## src/rtl/spi_ram_pkg.sv

```systemverilog
// spi_ram_pkg: types shared by the SPI RAM loader and dumper.
// FSM states, SPI mode and the address-byte helper.
package spi_ram_pkg;

  typedef enum logic [1:0] {
    IDLE,
    ADDR,
    FETCH,
    DATA
  } state_t;

  localparam int unsigned SPI_MODE = 0;

  function automatic int unsigned addr_bytes(
    input int unsigned aw
  );
    return (aw + 7) / 8;
  endfunction

endpackage

```

## src/rtl/spi_ram_dumper_if.sv

```systemverilog
// spi_ram_dumper_if: SRAM read port between dumper and memory.
// The dumper is master; the memory answers one cycle after ren.
interface spi_ram_dumper_if #(
  parameter int AW = 8
);

  logic [AW-1:0] sram_raddr;
  logic          sram_ren;
  logic [7:0]    sram_rdata;

  modport master (
    output sram_raddr,
    output sram_ren,
    input  sram_rdata
  );

  modport slave (
    input  sram_raddr,
    input  sram_ren,
    output sram_rdata
  );

endinterface

```

## src/rtl/spi_sync_edge.sv

```systemverilog
// spi_sync_edge: 2-flop synchronizer with rise/fall detect.
// RST_VAL sets the idle level the flops reset to.
module spi_sync_edge #(
  parameter logic RST_VAL = 1'b0
) (
  input  logic clk,
  input  logic rst_n,
  input  logic d,
  output logic q,
  output logic rise,
  output logic fall
);

  logic s1, s2, s3;

  always_ff @(posedge clk or negedge rst_n) begin
    if (!rst_n) begin
      s1 <= RST_VAL;
      s2 <= RST_VAL;
      s3 <= RST_VAL;
    end else begin
      s1 <= d;
      s2 <= s1;
      s3 <= s2;
    end
  end

  assign q    = s2;
  assign rise = s2 & ~s3;
  assign fall = ~s2 & s3;

endmodule

```

## src/rtl/spi_ram_dumper.sv

```systemverilog
// spi_ram_dumper: SPI mode-0 target streaming SRAM bytes on MISO.
// Define SPI_RAM_DUMPER_MISO_OE_EN to add the o_miso_oe port.
module spi_ram_dumper
  import spi_ram_pkg::*;
#(
  parameter int AW = 8
) (
  input  logic i_clk,
  input  logic i_rst_n,
  input  logic i_sclk,
  input  logic i_cs_n,
  input  logic i_mosi,
  output logic o_miso,
`ifdef SPI_RAM_DUMPER_MISO_OE_EN
  output logic o_miso_oe,
`endif
  spi_ram_dumper_if.master sram
);

  localparam int ADDR_BYTES = int'(addr_bytes(AW));
  localparam int ABITS      = 8 * ADDR_BYTES;

  state_t        state, state_n;
  logic [4:0]    acnt, acnt_n;
  logic [AW-1:0] asr, asr_n;
  logic [AW-1:0] raddr_n;
  logic          ren_n, ren_d;
  logic [7:0]    sr, sr_n;
  logic [7:0]    pbuf, pbuf_n;
  logic [2:0]    bcnt, bcnt_n;
  logic          smp, smp_n;
  logic          miso_n;

  logic sclk_lvl_unused, sclk_rise, sclk_fall;
  logic cs_lvl, cs_rise, cs_fall;
  logic mosi_s1, mosi_s2;
  logic [1:0] warm;
  logic armed;

  spi_sync_edge #(.RST_VAL(1'b0)) u_sclk (
    .clk  (i_clk),
    .rst_n(i_rst_n),
    .d    (i_sclk),
    .q    (sclk_lvl_unused),
    .rise (sclk_rise),
    .fall (sclk_fall)
  );

  spi_sync_edge #(.RST_VAL(1'b1)) u_cs (
    .clk  (i_clk),
    .rst_n(i_rst_n),
    .d    (i_cs_n),
    .q    (cs_lvl),
    .rise (cs_rise),
    .fall (cs_fall)
  );

  // A select only counts once cs_n was seen high after reset,
  // so releasing reset under a held-low cs_n does not start a frame.
  always_ff @(posedge i_clk or negedge i_rst_n) begin
    if (!i_rst_n) begin
      mosi_s1 <= 1'b0;
      mosi_s2 <= 1'b0;
      warm    <= '0;
      armed   <= 1'b0;
    end else begin
      mosi_s1 <= i_mosi;
      mosi_s2 <= mosi_s1;
      if (warm != 2'd3) warm <= warm + 2'd1;
      if (warm == 2'd3 && cs_lvl) armed <= 1'b1;
    end
  end

  always_ff @(posedge i_clk or negedge i_rst_n) begin
    if (!i_rst_n) begin
      state           <= IDLE;
      acnt            <= '0;
      asr             <= '0;
      sram.sram_raddr <= '0;
      sram.sram_ren   <= 1'b0;
      ren_d           <= 1'b0;
      sr              <= '0;
      pbuf            <= '0;
      bcnt            <= '0;
      smp             <= 1'b0;
      o_miso          <= 1'b0;
    end else begin
      state           <= state_n;
      acnt            <= acnt_n;
      asr             <= asr_n;
      sram.sram_raddr <= raddr_n;
      sram.sram_ren   <= ren_n;
      ren_d           <= sram.sram_ren;
      sr              <= sr_n;
      pbuf            <= pbuf_n;
      bcnt            <= bcnt_n;
      smp             <= smp_n;
      o_miso          <= miso_n;
    end
  end

  always_comb begin
    state_n = state;
    acnt_n  = acnt;
    asr_n   = asr;
    raddr_n = sram.sram_raddr;
    ren_n   = 1'b0;
    sr_n    = sr;
    pbuf_n  = pbuf;
    bcnt_n  = bcnt;
    smp_n   = smp;
    miso_n  = o_miso;
    if (state == DATA && ren_d) pbuf_n = sram.sram_rdata;
    if (cs_rise) begin
      state_n = IDLE;
      miso_n  = 1'b0;
    end else begin
      unique case (state)
        IDLE: begin
          if (cs_fall && armed) begin
            state_n = ADDR;
            acnt_n  = '0;
            asr_n   = '0;
          end
        end
        ADDR: begin
          if (sclk_rise) begin
            asr_n  = AW'({asr, mosi_s2});
            acnt_n = acnt + 5'd1;
            if (acnt == 5'(ABITS - 1)) begin
              state_n = FETCH;
              ren_n   = 1'b1;
              raddr_n = AW'({asr, mosi_s2});
            end
          end
        end
        FETCH: begin
          if (ren_d) begin
            state_n = DATA;
            sr_n    = sram.sram_rdata;
            miso_n  = sram.sram_rdata[7];
            bcnt_n  = '0;
            smp_n   = 1'b0;
            ren_n   = 1'b1;
            raddr_n = sram.sram_raddr + AW'(1);
          end
        end
        DATA: begin
          // Shift only after the host has sampled the current bit.
          if (sclk_rise) begin
            smp_n = 1'b1;
          end else if (sclk_fall && smp) begin
            smp_n = 1'b0;
            if (bcnt == 3'd7) begin
              sr_n    = pbuf;
              miso_n  = pbuf[7];
              bcnt_n  = '0;
              ren_n   = 1'b1;
              raddr_n = sram.sram_raddr + AW'(1);
            end else begin
              sr_n   = {sr[6:0], 1'b0};
              miso_n = sr[6];
              bcnt_n = bcnt + 3'd1;
            end
          end
        end
        default: ;
      endcase
    end
  end

`ifdef SPI_RAM_DUMPER_MISO_OE_EN
  assign o_miso_oe = (state != IDLE);
`endif

endmodule

```

## src/flat_wrapper.sv

```systemverilog
// flat-port wrapper written by rule: the top's interface ports become plain ports
module spi_ram_dumper_flat import spi_ram_pkg::*;
#(
  parameter int AW = 8
)
  (i_clk, i_rst_n, i_sclk, i_cs_n, i_mosi, o_miso, sram_sram_raddr, sram_sram_ren, sram_sram_rdata);
  spi_ram_dumper_if #(.AW(AW)) sram_i ();
  input  logic i_clk;
  input  logic i_rst_n;
  input  logic i_sclk;
  input  logic i_cs_n;
  input  logic i_mosi;
  output logic o_miso;
  output wire logic [$bits(sram_i.sram_raddr)-1:0] sram_sram_raddr;
  output wire logic [$bits(sram_i.sram_ren)-1:0] sram_sram_ren;
  input wire logic [$bits(sram_i.sram_rdata)-1:0] sram_sram_rdata;
  assign sram_sram_raddr = sram_i.sram_raddr;
  assign sram_sram_ren = sram_i.sram_ren;
  assign sram_i.sram_rdata = sram_sram_rdata;
  spi_ram_dumper #(.AW(AW)) u_core (.i_clk(i_clk), .i_rst_n(i_rst_n), .i_sclk(i_sclk), .i_cs_n(i_cs_n), .i_mosi(i_mosi), .o_miso(o_miso), .sram(sram_i));
endmodule
```

## config.mk

```make
export PLATFORM = sky130hd
export DESIGN_NAME = spi_ram_dumper_flat
export DESIGN_NICKNAME = d
export VERILOG_FILES = /design/src/rtl/spi_ram_pkg.sv /design/src/rtl/spi_ram_dumper_if.sv /design/src/rtl/spi_sync_edge.sv /design/src/rtl/spi_ram_dumper.sv /design/src/flat_wrapper.sv
export SDC_FILE = /design/constraint.sdc
export NUM_CORES = 1
export LEC_CHECK = 0
export CORE_AREA = 2 2 77 79
export DETAILED_ROUTE_END_ITERATION = 7
export DIE_AREA = 0 0 79 81
export PLACE_DENSITY = 0.71
export SYNTH_ARGS = -nofsm -noshare
export SYNTH_HDL_FRONTEND = slang
export SYNTH_SLANG_ARGS = --single-unit
export TNS_END_PERCENT = 30
```

## constraint.sdc

```tcl
create_clock -name i_clk -period 1.95 [get_ports i_clk]
set_input_delay 0.39 -clock i_clk [delete_from_list [all_inputs] [get_ports i_clk]]
set_output_delay 0.39 -clock i_clk [all_outputs]
set_load 0.005 [all_outputs]
```

==> results of run 1 <==
==> per-stage QoR <==
stage	setup TNS, ps	instances	util [%]	area [um^2]	power [W]
after detailed placement	0	356	53.2	3020	0.00267
after global placement	0	356	53.2	3020	0.00264
after global routing	-5.03	372	56.8	3230	0.00382
after floorplan	0	262	-	2680	0.00229
final	0	372	56.8	3230	0.00357
after CTS	0	365	55.4	3150	0.00345
==> flip-flops by register name, indices dropped and copies added, names as in the netlist, 2 cells and up <==
signal	flops
u_core.acnt	5
u_core.asr	7
u_core.bcnt	3
u_core.pbuf	8
u_core.sr	7
u_core.sram.sram_raddr	8
u_core.state	2
u_core.warm	2
==> cells by family after synthesis <==
| logic type | count (synthesis) |
|---|---|
| and+or+nand+nor | 93 |
| AOI/OAI and AO/OA | 66 |
| DFF | 55 |
| muxes | 19 |
| buffers and inverters | 17 |
| adders and majority gates | 11 |
| xor gates and xnor gates | 1 |
==> power by group through the flow <==
stage          registers (W)  logic (W)  clock network, W
2_1_floorplan        0.00152   0.000772                 0
3_3_place_gp         0.00155    0.00108                 0
3_5_place_dp         0.00156    0.00111                 0
4_1_cts              0.00154    0.00112          0.000794
5_1_grt              0.00157    0.00141          0.000836
6_report             0.00154    0.00125          0.000780
==> worst reg2reg max path, cell delays in order (launching register included) <==
cell	delay, ps
dfrtp_1	430
nand2b_1	250
o41ai_4	530
nand4b_4	220
buf_4	190
o22a_2	160
==> cell usage in the layout (no fill, tap or decap), types with 2 or more instances in the layout <==
master	n
a21o_1	5
a21oi_1	11
a22o_1	2
a31oi_1	2
buf_4	15
clkbuf_8	6
clkdlybuf4s50_1	21
dfrtp_1	52
dfstp_2	3
ha_1	8
ha_2	3
inv_1	2
mux2_2	9
mux2i_1	10
nand2_1	47
nand2b_1	5
nand3_1	6
nand3b_1	4
nor2_1	14
nor2b_1	2
nor3_1	4
nor4_1	2
o21ai_0	29
o21ai_1	4
o22a_1	3
==> cell type report <==
cell class / count / area share (%)
multi-input combinational: 192 / 39.2
tap: 75 / 2.91
clock buffer: 6 / 2.56
sequential: 55 / 42.8
inverter: 3 / 0.349
clock inverter: 2 / 1.09
timing repair buffer: 39 / 11.1
==> path summary, 6_finish.rpt <==
kind / slack (ps) / endpoint / depth (start not counted) / startpoint
worst max-delay path: 80 / u_core.sram.sram_raddr[2] / 5 / u_core.u_sclk.s3
worst min-delay path: 350 / u_core.u_sclk.q / 0 / u_core.u_sclk.s1
worst max register to register: 80 / u_core.sram.sram_raddr[2] / 5 / u_core.u_sclk.s3
worst min register to register: 350 / u_core.u_sclk.q / 0 / u_core.u_sclk.s1
max in group asynchronous: 910 / u_core.u_cs.q / 3 / i_rst_n
min in group asynchronous: 500 / u_core.asr[5] / 2 / i_rst_n
==> routing by layer <==
| layer | vias up | global-route usage, % | wire (um) |
|---|---|---|---|
| met3 | 7 | 2.33 | 127 |
| met5 | - | 0 | 0 |
| met2 | 29 | 28.2 | 2510 |
| met1 | 945 | 22.2 | 2430 |
| met4 | 0 | 3.62 | 46 |
| li1 | 987 | - | - |
==> what timing repair did <==
action,4_1_cts,5_1_grt
endpoints found under the setup margin,0,21
endpoints found under the hold margin,12,0
resized for setup,0,10
buffers inserted,0,5
hold buffers,1,0
==> key figures, run 1 <==
Run status
  – Outcome: completed

STA
  – Clock Skew: 7.01 ps
  – Endpoints failing setup: 0
  – Worst-Margin Slew: roughly 500 ps
  – Max Fclk: 0.534 GHz
  – Final Worst Setup Slack: approximately 80 ps
  – Slew Limit Fails: 0
  – Hold Slack: about 350 ps
  – RSZ-0062 raised after global routing: true
  – Slew headroom: 66.7%
  – Final hold viol count: 0
  – Fin crit period: between 1500 and 2000 ps
  – Final period util: 96.0%

Clock network
  – CTS root buf: clkbuf_8
  – CTS buffer count: 5
  – Clock Sinks: 55
  – CTS tree: yes
  – Max clock buf depth: 2
  – Clk_lat worst skew: ~300 ps
  – Htree depth: 2
  – Clk pin slew, worst setup/hold paths: approximately 100 ps

Critical path
  – Crit path launch type: flip-flop
  – Crit-path max cell delay: between 500 and 600 ps
  – CP top delay family: compound AO/OA/AOI/OAI gates
  – Critical Path RT: roughly 2200 ps
  – Crit Path Class: flip-flop to flip-flop
  – Crit path max fanout: 8
  – Critical path buffers and inverters: 1
  – CP endpoint kind: flip-flop
  – Crit path arrival time: roughly 2100 ps
  – Standard cell with the maximum stage delay on the critical path: o41ai_4
  – Cells along the critical path: nand2b_1 -> o41ai_4 -> nand4b_4 -> buf_4 -> o22a_2

Layout
  – FF+latch area: between 0.001 and 0.0015 mm^2
  – Multi-input logic area: between 0.001 and 0.0015 mm^2
  – Share of cells above drive strength 1: between 10% and 20%
  – Nets: 320
  – Number of diodes: 0
  – Area delta synth->final: 20.4%
  – # fillers: a little over 500

Pwr
  – Sw Share: 33.3%
  – Seq pwr share: about 43%
  – Power per cell area: about 1100 mW/mm^2
  – Switching pwr: around 0.0012 W
  – Combinational cell fraction of total power: 35.0%
  – Leak Pwr: 1.39 nW
  – Clock Power Share: a little over a fifth
  – VDD IR max: approximately 0.00055 V
  – Internal power: between 0.002 and 0.0025 W

GRT
  – Grt ovf: 0
  – Initial antenna violation count: 0
  – First-pass GRT wire length: around 8500 um
  – Number of global-route vias before repair: 1,882
  – GR Util All Layers: between 10% and 20%
  – Pin count of the biggest net entering global routing: 32

Floorplan
  – Boundary pin count: 23
  – Initial Util: a little under half
  – Row count: 28
  – Die height: just over 80 um
  – Horiz. Die Dim: slightly below 80 um
  – Die ar.: ~0.0064 mm^2
  – Core area: roughly 0.0057 mm^2

Synthesis
  – Synth Cell Area: 0.00268 mm^2
  – Post-synthesis mux area share: approximately 7.5%
  – Syn Nets: between 200 and 300
  – Post-synth EDFFs: 0
  – Synth cell types: 43
  – Synth Area in Adders: 5.14%
  – Main synth FF type: dfrtp_1
  – Register area share after synthesis: about half
  – Post-synthesis compound-gate area fraction: 15.7%
  – Yosys top cell by area: dfrtp_1
  – Share of synthesized flip-flops with an asynchronous set or reset: 100%
  – XOR/XNOR Fraction of Synth Area: less than 1%
  – Avg Inst Size Synth: ~10 um^2
  – Synth warn: 0
  – Cell with the most instances after synthesis: dfrtp_1
  – Ranking of synthesized cells by area: dfrtp_1 49%, nand2_1 6.6%, o21ai_0 5.8%
  – Largest family of logic cells by synthesized area: simple AND/OR/NAND/NOR gates
  – Commonest cells post-synth: 52 x dfrtp_1, 47 x nand2_1, 31 x o21ai_0
  – Gate Count Post-Synth: ~260
  – Simple-gate area share of the yosys netlist: between 10% and 20%
  – Share of the synthesized area in the top cell type: roughly half
  – Synth Register Bits: 55

Job
  – Max-cap check violation count: 0

Routing
  – Vias per std cell: ~5.3
  – DRC viols: 0
  – Remaining antenna violation count: 0
  – DR WL/cell: about 14 um
  – Pre-antenna DRT Iters: 4
  – Total routed wirelength: ~5100 um
  – First DRT Iteration DRCs: ~110
  – Vias: 1,968

Place
  – DP Worst Slack: about 95 ps
  – Post-detail-place hpwl: roughly 3500 um
  – Routability Congestion: between 0.7 and 0.8
  – IO buf count: 22

Min path
  – Worst min path class: flip-flop to flip-flop
No activity file was read; power rests on OpenSTA's default activity.
==> run 2: changes to the inputs <==
Settings changed: CORE_AREA 2 2 77 79 to 2 2 98 100, DIE_AREA 0 0 79 81 to 0 0 100 102, PLACE_DENSITY 0.71 to not set.
==> key figures, run 2 (synthesized netlist as in run 1, its figures left out) <==
Layout
  – FF+latch area: 0.00138 mm^2 (unchanged)
  – Nets: 318 (-0.63%)
  – # fillers: 917 (+81%)
  – Post-Layout Cell Count: 406 (+9.1%)
  – Commonest non-fill, non-tap cells in the layout: 52 x dfrtp_1, 47 x nand2_1, 30 x o21ai_0, 21 x clkdlybuf4s50_1, 14 x buf_4
  – Final instance area: 0.00329 mm^2 (+2.1%)
  – Area delta synth->final: 22.8%
  – Multi-input logic area: 0.00127 mm^2 (+0.30%)
  – Most common cell after layout, fill and taps aside: dfrtp_1
  – Share of cells above drive strength 1: 16.9% (-0.56 points)
  – Largest regs: u_core.pbuf x8, u_core.sram.sram_raddr x8
  – Number of diodes: 0 (unchanged)

Pwr
  – Seq pwr share: 41.6% (-1.6 points)
  – Combinational cell fraction of total power: 34.3% (-0.7 points)
  – Power per cell area: 1120 mW/mm^2 (+0.95%)
  – Total power: 0.00367 W (+3.0%)
  – Internal power: 0.00249 W (+4.7%)
  – Leak Pwr: 1.39 nW (-0.25%)
  – Switching pwr: 0.00118 W (-0.41%)
  – VDD IR max: 0.000409 V (-26%)
  – Sw Share: 32.2% (-1.1 points)
  – Clock Power Share: 24.1% (+2.2 points)

Place
  – Post-detail-place hpwl: 3400 um (-1.5%)
  – IO buf count: 22 (unchanged)
  – Placed Cells: 392 (+10%)
  – Routability Congestion: 0.734 (-4.6%)
  – Placed inst area: 0.00306 mm^2 (+1.5%)

Routing
  – Total routed wirelength: 5160 um (+1.0%)
  – Remaining antenna violation count: 0 (unchanged)
  – DRC viols: 0 (unchanged)
  – DR WL/cell: 12.7 um (-7.4%)
  – Vias per std cell: 4.80 (-9.4%)
  – Vias: 1,947 (-1.1%)
  – Pre-antenna DRT Iters: 4 (unchanged)
  – First DRT Iteration DRCs: 78 (-26%)

STA
  – Endpoints failing setup: 0 (unchanged)
  – Worst-Margin Slew: 421 ps (-76.8 ps)
  – Final hold viol count: 0 (unchanged)
  – Clock Skew: 6.36 ps (-0.651 ps)
  – Slew Limit Fails: 0 (unchanged)
  – Final period util: 94.8% (-1.2 points)
  – Slew headroom: 71.8% (+5.2 points)
  – RSZ-0062 raised after global routing: true
  – Hold Slack: 56.3 ps (-298 ps)
  – Fin crit period: 1850 ps (-23.5 ps)
  – Max Fclk: 0.541 GHz (+1.3%)

Floorplan
  – Die height: 102 um (+26%)
  – Core area: 0.00911 mm^2 (+60%)
  – Initial Util: 29.4% (-18 points)
  – Die ar.: 0.0102 mm^2 (+59%)
  – Row count: 35 (+25%)
  – Horiz. Die Dim: 100 um (+27%)
  – Boundary pin count: 23 (unchanged)

Clock network
  – Clk_lat worst skew: 300 ps (about the same)
  – # hold bufs at CTS: 0 (-1)
  – Htree depth: 2 (unchanged)
  – CTS root buf: clkbuf_8
  – CTS buffer count: 5 (unchanged)
  – CTS tree: yes
  – Clk pin slew, worst setup/hold paths: 100 ps (about the same)
  – Clock Sinks: 55 (unchanged)
  – Max clock buf depth: 2 (unchanged)

GRT
  – Number of global-route vias before repair: 1,926 (+2.3%)
  – Busiest grt layer: met2
  – Grt ovf: 0 (unchanged)
  – Met2 usage: 17.8% (-10 points)
  – Pin count of the biggest net entering global routing: 56 (+75%)
  – GRT met3 Usage: 2.53% (+0.20 points)
  – Met1 Use GR: 14.6% (-7.6 points)
  – Initial antenna violation count: 0 (unchanged)
  – GR Util All Layers: 10.7% (-5.7 points)
  – First-pass GRT wire length: 9030 um (+6.2%)

Critical path
  – Crit path max fanout: 14 (+6)
  – Critical path buffers and inverters: 2 (+1)
  – Critical Path RT: 2170 ps (+20 ps)
  – Crit path launch type: flip-flop
  – Cells along the critical path: inv_1 -> ha_1 -> nand2b_1 -> a221o_2 -> buf_4 -> o21ai_0
  – CP startpoint: u_core.state[1]
  – Crit path arrival time: 2070 ps (about the same)
  – Reg-to-reg slack, setup: 100 ps (+20 ps)
  – Crit-path max cell delay: 460 ps (-70 ps)
  – CP top delay family: compound AO/OA/AOI/OAI gates
  – Crit Path Class: flip-flop to flip-flop
  – Worst reg2reg path startpoint: u_core.state[1]
  – CP endpoint kind: flip-flop
  – Standard cell with the maximum stage delay on the critical path: a221o_2

Job
  – Max-cap check violation count: 0 (unchanged)

Run status
  – Outcome: completed

Min path
  – Worst min path class: primary input to async pin
-- run 2: final timing paths --
check	end	depth (start not counted)
min reg2reg	u_core.u_sclk.q	0
min	u_core.asr[5]	2
max	u_core.asr[1]	6
max in group asynchronous	u_core.u_cs.s3	2
min in group i_clk	u_core.u_sclk.q	0
max reg2reg	u_core.asr[1]	6
-- run 2: final cells by class --
type	instances	area share, %
multi-input combinational	191	38.5
timing repair buffer	38	10.9
clock inverter	2	1.82
tap	111	4.22
clock buffer	6	2.20
inverter	3	0.342
sequential	55	41.9
-- run 2: metrics by stage --
step | util (%) | worst slack (ps) | setup TNS (ps)
finish | 36.1 | 102 | 0
floorplan | - | 129 | 0
global placement | 33.6 | 106 | 0
detailed placement | 33.6 | 99.6 | 0
global route | 36.1 | -27.8 | -79.6
CTS | 35.1 | 74.2 | 0
-- run 2: metal layers --
| layer | wire length, um | share of wire [%] |
|---|---|---|
| met1 | 2570 | 50 |
| met2 | 2430 | 47 |
| met3 | 145 | 2.8 |
| met4 | 6 | 0.12 |
| met5 | 0 | 0 |
-- run 2: repair_timing --
action | 4_1_cts | 5_1_grt
setup buffers | 0 | 5
hold endpoints to repair | 0 | 0
setup endpoints to repair | 0 | 25
resized for setup | 0 | 9
-- run 2: power by group through the flow --
stage	Sequential, W	Combinational [W]	Clock (W)
2_1_floorplan	0.00152	0.000772	0
3_3_place_gp	0.00154	0.00109	0
3_5_place_dp	0.00155	0.00111	0
4_1_cts	0.00153	0.00111	0.000906
5_1_grt	0.00157	0.00144	0.000959
6_report	0.00153	0.00126	0.000885
